File: src/rtl/branch_history_table.sv
// Branch history table: 2-bit saturating counters indexed by PC[IDXW+1:2], same-cycle lookup.
// Optional tagged target buffer enabled by defining BHT_BTB_EN.
module branch_history_table #(
  parameter int unsigned ENTRIES = 64
) (
  input  logic        iCLK,
  input  logic        iRST,
  input  logic [31:0] iFetchPC,
  output logic        oPredTaken,
  output logic [31:0] oPredTarget,
  input  logic        iUpdValid,
  input  logic [31:0] iUpdPC,
  input  logic        iUpdTaken,
  input  logic        iUpdPredicted,
  input  logic [31:0] iUpdTarget,
  output logic        oReady,
  output logic [31:0] oMispredictCount
);

  localparam int unsigned IDXW = $clog2(ENTRIES);
  localparam int unsigned TAGW = 32 - IDXW - 2;

  typedef enum logic {
    ST_INIT,
    ST_RUN
  } state_e;

  state_e          state_q, state_d;
  logic [IDXW-1:0] ptr_q, ptr_d;
  logic [31:0]     miss_q, miss_d;
  logic [1:0]      cnt_q [ENTRIES];

  logic [IDXW-1:0] fetch_idx, upd_idx;
  logic [1:0]      fetch_cnt, upd_cnt, upd_cnt_d;
  logic            run;
  logic            upd_en;

  assign fetch_idx = iFetchPC[IDXW+1:2];
  assign upd_idx   = iUpdPC[IDXW+1:2];
  assign fetch_cnt = cnt_q[fetch_idx];
  assign upd_cnt   = cnt_q[upd_idx];
  assign run       = (state_q == ST_RUN);
  assign upd_en    = run && iUpdValid;

  assign oReady           = run;
  assign oMispredictCount = miss_q;

  always_comb begin
    state_d = state_q;
    ptr_d   = ptr_q;
    miss_d  = miss_q;
    case (state_q)
      ST_INIT: begin
        ptr_d = ptr_q + IDXW'(1);
        if (ptr_q == IDXW'(ENTRIES - 1)) begin
          state_d = ST_RUN;
        end
      end
      ST_RUN: begin
        if (iUpdValid && (iUpdTaken != iUpdPredicted) && (miss_q != '1)) begin
          miss_d = miss_q + 32'd1;
        end
      end
      default: state_d = ST_INIT;
    endcase
  end

  always_ff @(posedge iCLK) begin
    if (iRST) begin
      state_q <= ST_INIT;
      ptr_q   <= '0;
      miss_q  <= '0;
    end else begin
      state_q <= state_d;
      ptr_q   <= ptr_d;
      miss_q  <= miss_d;
    end
  end

  always_comb begin
    upd_cnt_d = upd_cnt;
    if (iUpdTaken) begin
      if (upd_cnt != 2'b11) upd_cnt_d = upd_cnt + 2'd1;
    end else begin
      if (upd_cnt != 2'b00) upd_cnt_d = upd_cnt - 2'd1;
    end
  end

  // Table storage is not reset; the INIT sweep rewrites every entry instead.
  always_ff @(posedge iCLK) begin
    if (!iRST) begin
      if (state_q == ST_INIT) begin
        cnt_q[ptr_q] <= 2'b01;
      end else if (upd_en) begin
        cnt_q[upd_idx] <= upd_cnt_d;
      end
    end
  end

`ifdef BHT_BTB_EN
  logic            valid_q [ENTRIES];
  logic [TAGW-1:0] tag_q   [ENTRIES];
  logic [31:0]     tgt_q   [ENTRIES];
  logic            tag_hit;
  logic [3:0]      unused_pc_lsbs;

  assign unused_pc_lsbs = {iFetchPC[1:0], iUpdPC[1:0]};

  always_ff @(posedge iCLK) begin
    if (!iRST) begin
      if (state_q == ST_INIT) begin
        valid_q[ptr_q] <= 1'b0;
      end else if (upd_en && iUpdTaken) begin
        valid_q[upd_idx] <= 1'b1;
        tag_q[upd_idx]   <= iUpdPC[31:IDXW+2];
        tgt_q[upd_idx]   <= iUpdTarget;
      end
    end
  end

  assign tag_hit     = valid_q[fetch_idx] && (tag_q[fetch_idx] == iFetchPC[31:IDXW+2]);
  assign oPredTaken  = run && fetch_cnt[1] && tag_hit;
  assign oPredTarget = oPredTaken ? tgt_q[fetch_idx] : '0;
`else
  logic unused_inputs;

  assign unused_inputs = ^{iFetchPC[31:IDXW+2], iFetchPC[1:0],
                           iUpdPC[31:IDXW+2], iUpdPC[1:0], iUpdTarget};

  assign oPredTaken  = run && fetch_cnt[1];
  assign oPredTarget = '0;
`endif

endmodule

File: config.mk
export PLATFORM = sky130hd
export DESIGN_NAME = branch_history_table
export DESIGN_NICKNAME = d
export VERILOG_FILES = /design/src/rtl/branch_history_table.sv
export SDC_FILE = /design/constraint.sdc
export NUM_CORES = 1
export LEC_CHECK = 0
export BUFFER_PORTS_ARGS = -buffer_cell sky130_fd_sc_hd__buf_4
export CORE_UTILIZATION = 45
export DETAILED_ROUTE_END_ITERATION = 10
export GPL_ROUTABILITY_DRIVEN = 0
export GPL_TIMING_DRIVEN = 0
export MAX_ROUTING_LAYER = met4
export PLACE_DENSITY = 0.66
export SKIP_LAST_GASP = 1
export SYNTH_ARGS = -nofsm -noshare
export SYNTH_HDL_FRONTEND = slang
export SYNTH_SLANG_ARGS = --single-unit
File: constraint.sdc
create_clock -name iCLK -period 4.8 [get_ports iCLK]
set_input_delay 0.24 -clock iCLK [delete_from_list [all_inputs] [get_ports iCLK]]
set_output_delay 0.24 -clock iCLK [all_outputs]
set_load 0.01 [all_outputs]
==> metrics.cfg, run 1 <==
[outcome]
status = completed

[pwr]
p_per_area_mw_per_mm2 = 323.4
finalPower_mw = 3.117
p_leak_nw = 3.745
worst_ir_drop_vdd_uv = 265.3

[synth]
syn_area_mm2 = 0.008220
ys_seq_area_share_pct = 56.26
synth_edf_count = 128
ys_ff_latch = 167
async_flop_share_pct = 0
synthFlopType = edfxtp_1
syn_inst = 664
avgSynthCellArea_um2 = 12.38
synth_cell_type_count = 60
synth_warnings = 0

[cells_and_area]
drive_above_1_share_pct = 19.64
layout_commonest_cell = edfxtp_1
layout_common_cells = edfxtp_1, nor2_1, buf_4, nand2_1, mux2i_1
stdcell_count = 1003
antennaDiodeCount = 0
syn2layout_area_growth_pct = 17.25
fin_util_pct = 53.84
fin_nets = 864

[grt]
gr-total-overflow = 0
grt_pass1_vias = 5611
grtUsageTotal_pct = 23.23
antenna_found_initial = 0
grt_max_degree = 37
grt_pass1_wl_mm = 30.63

[clock_network]
clock-sinks = 167
clockRootBuffer = clkbuf_16
cts_tree = yes
clock_path_buffers = 2
htreeDepth = 4
cts_hold_buf = 0
cts_made_buffers = 17
insertion_delay_ns = 0.43
cts-resized-gates = 0
clkTransAtPathRegs_ns = 0.06
post_cts_buffers = 0

[sta]
period_share_pct = 63.57
fmax_ghz = 0.3277
setup_viol = 0
slew_viol_final = 0
rsz0062_at_grt = no
worstMarginPinSlew_ns = 0.7918
setup_tns_ns = 0
timing.final.crit_period_ns = 3.051
slew_headroom_pct = 47.21
finalHoldViolCount = 0
clock_skew_ns = 0.007449

[setup_path]
end_kind = output port
cp_cell_sequence = clkbuf_1, buf_1, mux4_1, mux4_2, mux2_2, o211a_1, buf_4
worstPathArrival_ns = 2.81
cp.required_ns = 4.56
worst_r2r_startpoint = cnt_q[9][1]
timing.rr.end = cnt_q[12][0]
critPathKind = in2out
reg2reg_depth = 8
cp_slowest_stage_delay_ns = 0.65
worstSetupStartpointType = input port
crit_fanout = 10
ff2ff_setup_slack_ns = 1.81
cpMaxStageDelayCell = buf_1

[hold_path]
min_to = oMispredictCount[0]
holdCritStartpoint = iUpdValid
holdPathStages = 5
hold_path_class = in2reg

[floorplan]
coreArea_mm2 = 0.01790
initial_core_util_pct = 45.92
std_cell_rows = 49
fp.dieW_um = 137.2
dieHeight_um = 137.2
io_pins = 167
dieArea_mm2 = 0.01881

[detailed_routing]
ant_nets = 0
detail_route.vias_per_cell = 5.634
dr.pass1.iters = 5
route.vias.total = 5651
wire_per_inst_um = 19.69
routed_wl_mm = 19.75
route.detailed.drc = 0
first_iter_violations = 436

[place]
dpl.hpwl_mm = 13.94
dp_cells = 971
io_buffers = 45

[job]
cap_violations = 0

power by group:
group          leakage, nW  switching, mW  internal [mW]
logic                 1.77          0.119         0.0849
registers             1.67        0.00378           1.54
clock network        0.310          0.555          0.816
total                 3.74          0.677           2.44
logic make-up (layout without fill, tap and decap cells):
group | Yosys count | in the layout | share of synthesized area (%)
other | 1 | 32 | 0.04562
AO/OA/AOI/OAI | 66 | 66 | 5.373
buffers and inverters | 68 | 147 | 5.251
adder cells (fa/ha/maj) | 3 | 3 | 0.4261
flip-flops | 167 | 167 | 56.26
multiplexers | 79 | 79 | 14.95
AND/OR/NAND/NOR | 250 | 250 | 14.51
XOR/XNOR | 30 | 30 | 3.196
registers in the layout, summed over array words and instances (netlist names):
| name | count |
|---|---|
| cnt_q | 128 |
| oMispredictCount | 32 |
| oReady | 1 |
| ptr_q | 6 |
area by class of cell:
type                       count  area (um2)
fill                        1537        8264
buffer                        61       405.4
clock inverter                 8       52.55
tap                          229       286.5
multi-input combinational    460        3299
clock buffer                  24       558.0
sequential                   167        4624
timing repair buffer          47       385.4
inverter                       7       26.28
Yosys cell counts, drive strengths merged, types with 7 or more instances:
cell type | count | share of area [%]
nor2b | 11 | 0.84
a21oi | 11 | 0.67
a22oi | 12 | 1.1
nor3 | 7 | 0.56
clkbuf | 13 | 0.59
inv | 7 | 0.32
and3 | 8 | 0.61
mux2i | 41 | 5.0
mux4 | 30 | 8.9
dfxtp | 39 | 9.5
nor2 | 110 | 5.0
xor2 | 17 | 1.8
nand4 | 12 | 0.99
edfxtp | 128 | 47
or3 | 9 | 0.68
o21ai | 18 | 1.1
mux2 | 8 | 1.1
nand2 | 48 | 2.3
buf | 48 | 4.3
xnor2 | 13 | 1.4
nand3 | 24 | 1.5
per-stage QoR:
| step | hold WS [ns] | setup WS, ns | instance area (um2) |
|---|---|---|---|
| after floorplan | 0.5015 | 0.9224 | 8337 |
| after global placement | 0.4905 | -0.9516 | 8961 |
| after detailed placement | 0.5043 | 1.551 | 9027 |
| after CTS | 0.3394 | 1.756 | 9638 |
| after global routing | 0.3909 | 1.602 | 9638 |
| final | 0.3429 | 1.749 | 9638 |
per-layer routing:
metal  GRT usage, %  vias to the layer above  share of wire [%]
li1               -                     2604                  -
met1          28.69                     2792                 42
met2          38.05                      227                 49
met3          4.444                       28                6.9
met4          8.242                        0                1.7
met5              -                        -                  0
how the worst max path moves through the flow:
stage / start / end / slack [ns]
4_1_cts: iFetchPC[3] / oPredTaken / 1.76
2_1_floorplan: iUpdPC[2] / cnt_q[0][0] / 0.92
5_1_grt: cnt_q[15][0] / cnt_q[0][0] / 1.60
6_report: iFetchPC[3] / oPredTaken / 1.75
3_3_place_gp: iUpdPC[3] / cnt_q[4][0] / -0.95
3_5_place_dp: iUpdPC[3] / cnt_q[14][0] / 1.55
critical path: cells and delay by family:
family | cells | cell delay [ns]
AOI/OAI and AO/OA | 1 | 0.21
muxes | 3 | 1.23
buffers and inverters | 3 | 1.12
(Power assumes the default switching activity.)
==> run 2, diff against run 1 <==
==> constraint.sdc (replaced) <==
create_clock -name iCLK -period 2.9 [get_ports iCLK]
set_input_delay 0.145 -clock iCLK [delete_from_list [all_inputs] [get_ports iCLK]]
set_output_delay 0.145 -clock iCLK [all_outputs]
set_load 0.01 [all_outputs]
==> run 2 against run 1 <==
Against the previous run: the run now ends with setup timing left; die area is the same; design area rose by 0.64%; sequential share of layout area shrank 0.30 points; largest power group unchanged; sequential power grew 66%; critical path depth rose by 1; worst setup slack worse by 1.8 ns; largest cell class unchanged.
==> metrics.cfg, run 2 (synthesis gave the netlist of run 1 again) <==
[place]
dpl.hpwl_mm = 13.92  ; -0.21%
dp_cells = 969  ; -0.21%
io_buffers = 45  ; unchanged

[clock_network]
clock_path_buffers = 2  ; unchanged
htreeDepth = 4  ; unchanged
clockRootBuffer = clkbuf_16
insertion_delay_ns = 0.43  ; about the same
cts_tree = yes
clock-sinks = 167  ; unchanged
clkTransAtPathRegs_ns = 0.06  ; about the same
cts_made_buffers = 17  ; unchanged

[grt]
grt_pass1_wl_mm = 30.48  ; -0.50%
grt_pass1_vias = 5576  ; -0.62%
grtUsageTotal_pct = 23.20  ; -0.028 points
antenna_found_initial = 0  ; unchanged
grt_max_degree = 33  ; -11%
gr-total-overflow = 0  ; unchanged

[floorplan]
std_cell_rows = 49  ; unchanged
initial_core_util_pct = 45.92  ; unchanged
coreArea_mm2 = 0.01790  ; unchanged
fp.dieW_um = 137.2  ; unchanged
io_pins = 167  ; unchanged
dieArea_mm2 = 0.01881  ; unchanged
dieHeight_um = 137.2  ; unchanged

[cells_and_area]
fill_cells = 1542  ; +0.33%
fin_nets = 872  ; +0.93%
antennaDiodeCount = 0  ; unchanged
stdcell_count = 1010  ; +0.70%
syn2layout_area_growth_pct = 17.99
drive_above_1_share_pct = 19.97  ; +0.34 points
top_register = cnt_q
layout_commonest_cell = edfxtp_1
largest_reg_flops = 128  ; unchanged
multi_input_area_mm2 = 0.003393  ; +2.8%
regArea_mm2 = 0.004624  ; unchanged
layout_common_cells = edfxtp_1, nor2_1, buf_4, nand2_1, mux2i_1

[pwr]
finalPower_mw = 4.965  ; +59%
p_per_area_mw_per_mm2 = 511.9  ; +58%
worst_ir_drop_vdd_uv = 407.8  ; +54%
p_leak_nw = 3.728  ; -0.44%

[detailed_routing]
route.detailed.drc = 0  ; unchanged
detail_route.vias_per_cell = 5.727  ; +1.6%
route.vias.total = 5784  ; +2.4%
routed_wl_mm = 20.83  ; +5.5%
ant_nets = 0  ; unchanged
dr.pass1.iters = 5  ; unchanged
first_iter_violations = 562  ; +29%
wire_per_inst_um = 20.62  ; +4.7%

[setup_path]
crit_fanout = 16  ; +6
worstPathArrival_ns = 3.08  ; +0.27 ns
cp_slowest_stage_delay_ns = 0.68  ; +0.03 ns
cp_cell_sequence = mux4_2, mux2i_1, nand2_1, o311a_1, or4_1, nor2_4, o21ai_4, buf_12
critPathKind = reg2reg
worstSetupStartpointType = register
end_kind = register
cpMaxStageDelayCell = or4_1
ff2ff_setup_slack_ns = -0.007  ; -1.82 ns
cp.required_ns = 3.07  ; -1.49 ns

[sta]
worstMarginPinSlew_ns = 0.7683  ; -0.02349 ns
slew_viol_final = 0  ; unchanged
timing.final.crit_period_ns = 2.907
rsz0062_at_grt = yes
setup_tns_ns = -0.07549  ; -0.07549 ns
period_share_pct = 100.2
finalHoldViolCount = 0  ; unchanged
setup_viol = 15  ; +15
clock_skew_ns = 0.007778  ; +0.0003290 ns
final.setup.worst_slack_ns = -0.006654  ; -1.755 ns
slew_headroom_pct = 48.66  ; +1.4 points
fmax_ghz = 0.3440

[outcome]
status = finished with violations
violations = setup timing

[hold_path]
hold_path_class = in2reg

[job]
cap_violations = 0  ; unchanged

## run 2: power by group
group / leakage [nW] / switching (mW) / total, mW / internal [mW]
sequential: 1.67 / 0.00663 / 2.55 / 2.55
clock: 0.245 / 0.872 / 2.04 / 1.17
combinational: 1.81 / 0.220 / 0.370 / 0.151
## run 2: routing by layer
metal / track usage [%] / up-vias / share of wire, %
li1: - / 2623 / -
met1: 27.57 / 2866 / 41
met2: 39.51 / 257 / 49
met3: 4.444 / 38 / 7.5
met4: 7.692 / 0 / 2.2
met5: - / - / 0
## run 2: cell type report
| cell class | instances | share of cell area [%] |
|---|---|---|
| clock inverters | 9 | 0.8127 |
| flip-flops and latches | 167 | 47.68 |
| clock buffers | 22 | 4.579 |
| plain buffers | 61 | 4.205 |
| repair buffers | 50 | 4.515 |
| multi-input cells | 465 | 34.98 |
| well taps | 229 | 2.954 |
| inverters | 7 | 0.2709 |
## run 2: critical path: cells and delay by family, from the launching register on
family / cells / cell delay, ns
simple gates: 3 / 1.10
compound gates: 2 / 0.27
mux: 2 / 0.72
flops: 1 / 0.38
buf+inv: 1 / 0.18
## run 2: path summary, 6_finish.rpt
kind	cells after the start	startpoint	endpoint
max	8	cnt_q[15][1]	cnt_q[63][0]
min	5	iUpdValid	oMispredictCount[0]
max reg2reg	8	cnt_q[15][1]	cnt_q[63][0]
min reg2reg	2	oMispredictCount[18]	oMispredictCount[18]
## run 2: repair_timing
| item | in CTS | in global routing |
|---|---|---|
| buffers inserted | 0 | 5 |
| resized for setup | 3 | 10 |
| hold buffers | 0 | 0 |
| pin swaps | 3 | 6 |
| endpoints found under the setup margin | 129 | 96 |
| cloned | 3 | 2 |
## run 2: through the flow
stage	worst slack (ns)	utilization, %	hold WS (ns)	area [um2]
2_1_floorplan	0.2450	-	0.4567	8356
3_3_place_gp	-0.5408	50.16	0.4849	8980
3_5_place_dp	-0.6760	50.16	0.5138	8980
4_1_cts	-0.1874	53.29	0.2331	9540
5_1_grt	-0.07958	54.18	0.2701	9699
6_report	-0.006654	54.18	0.2453	9699
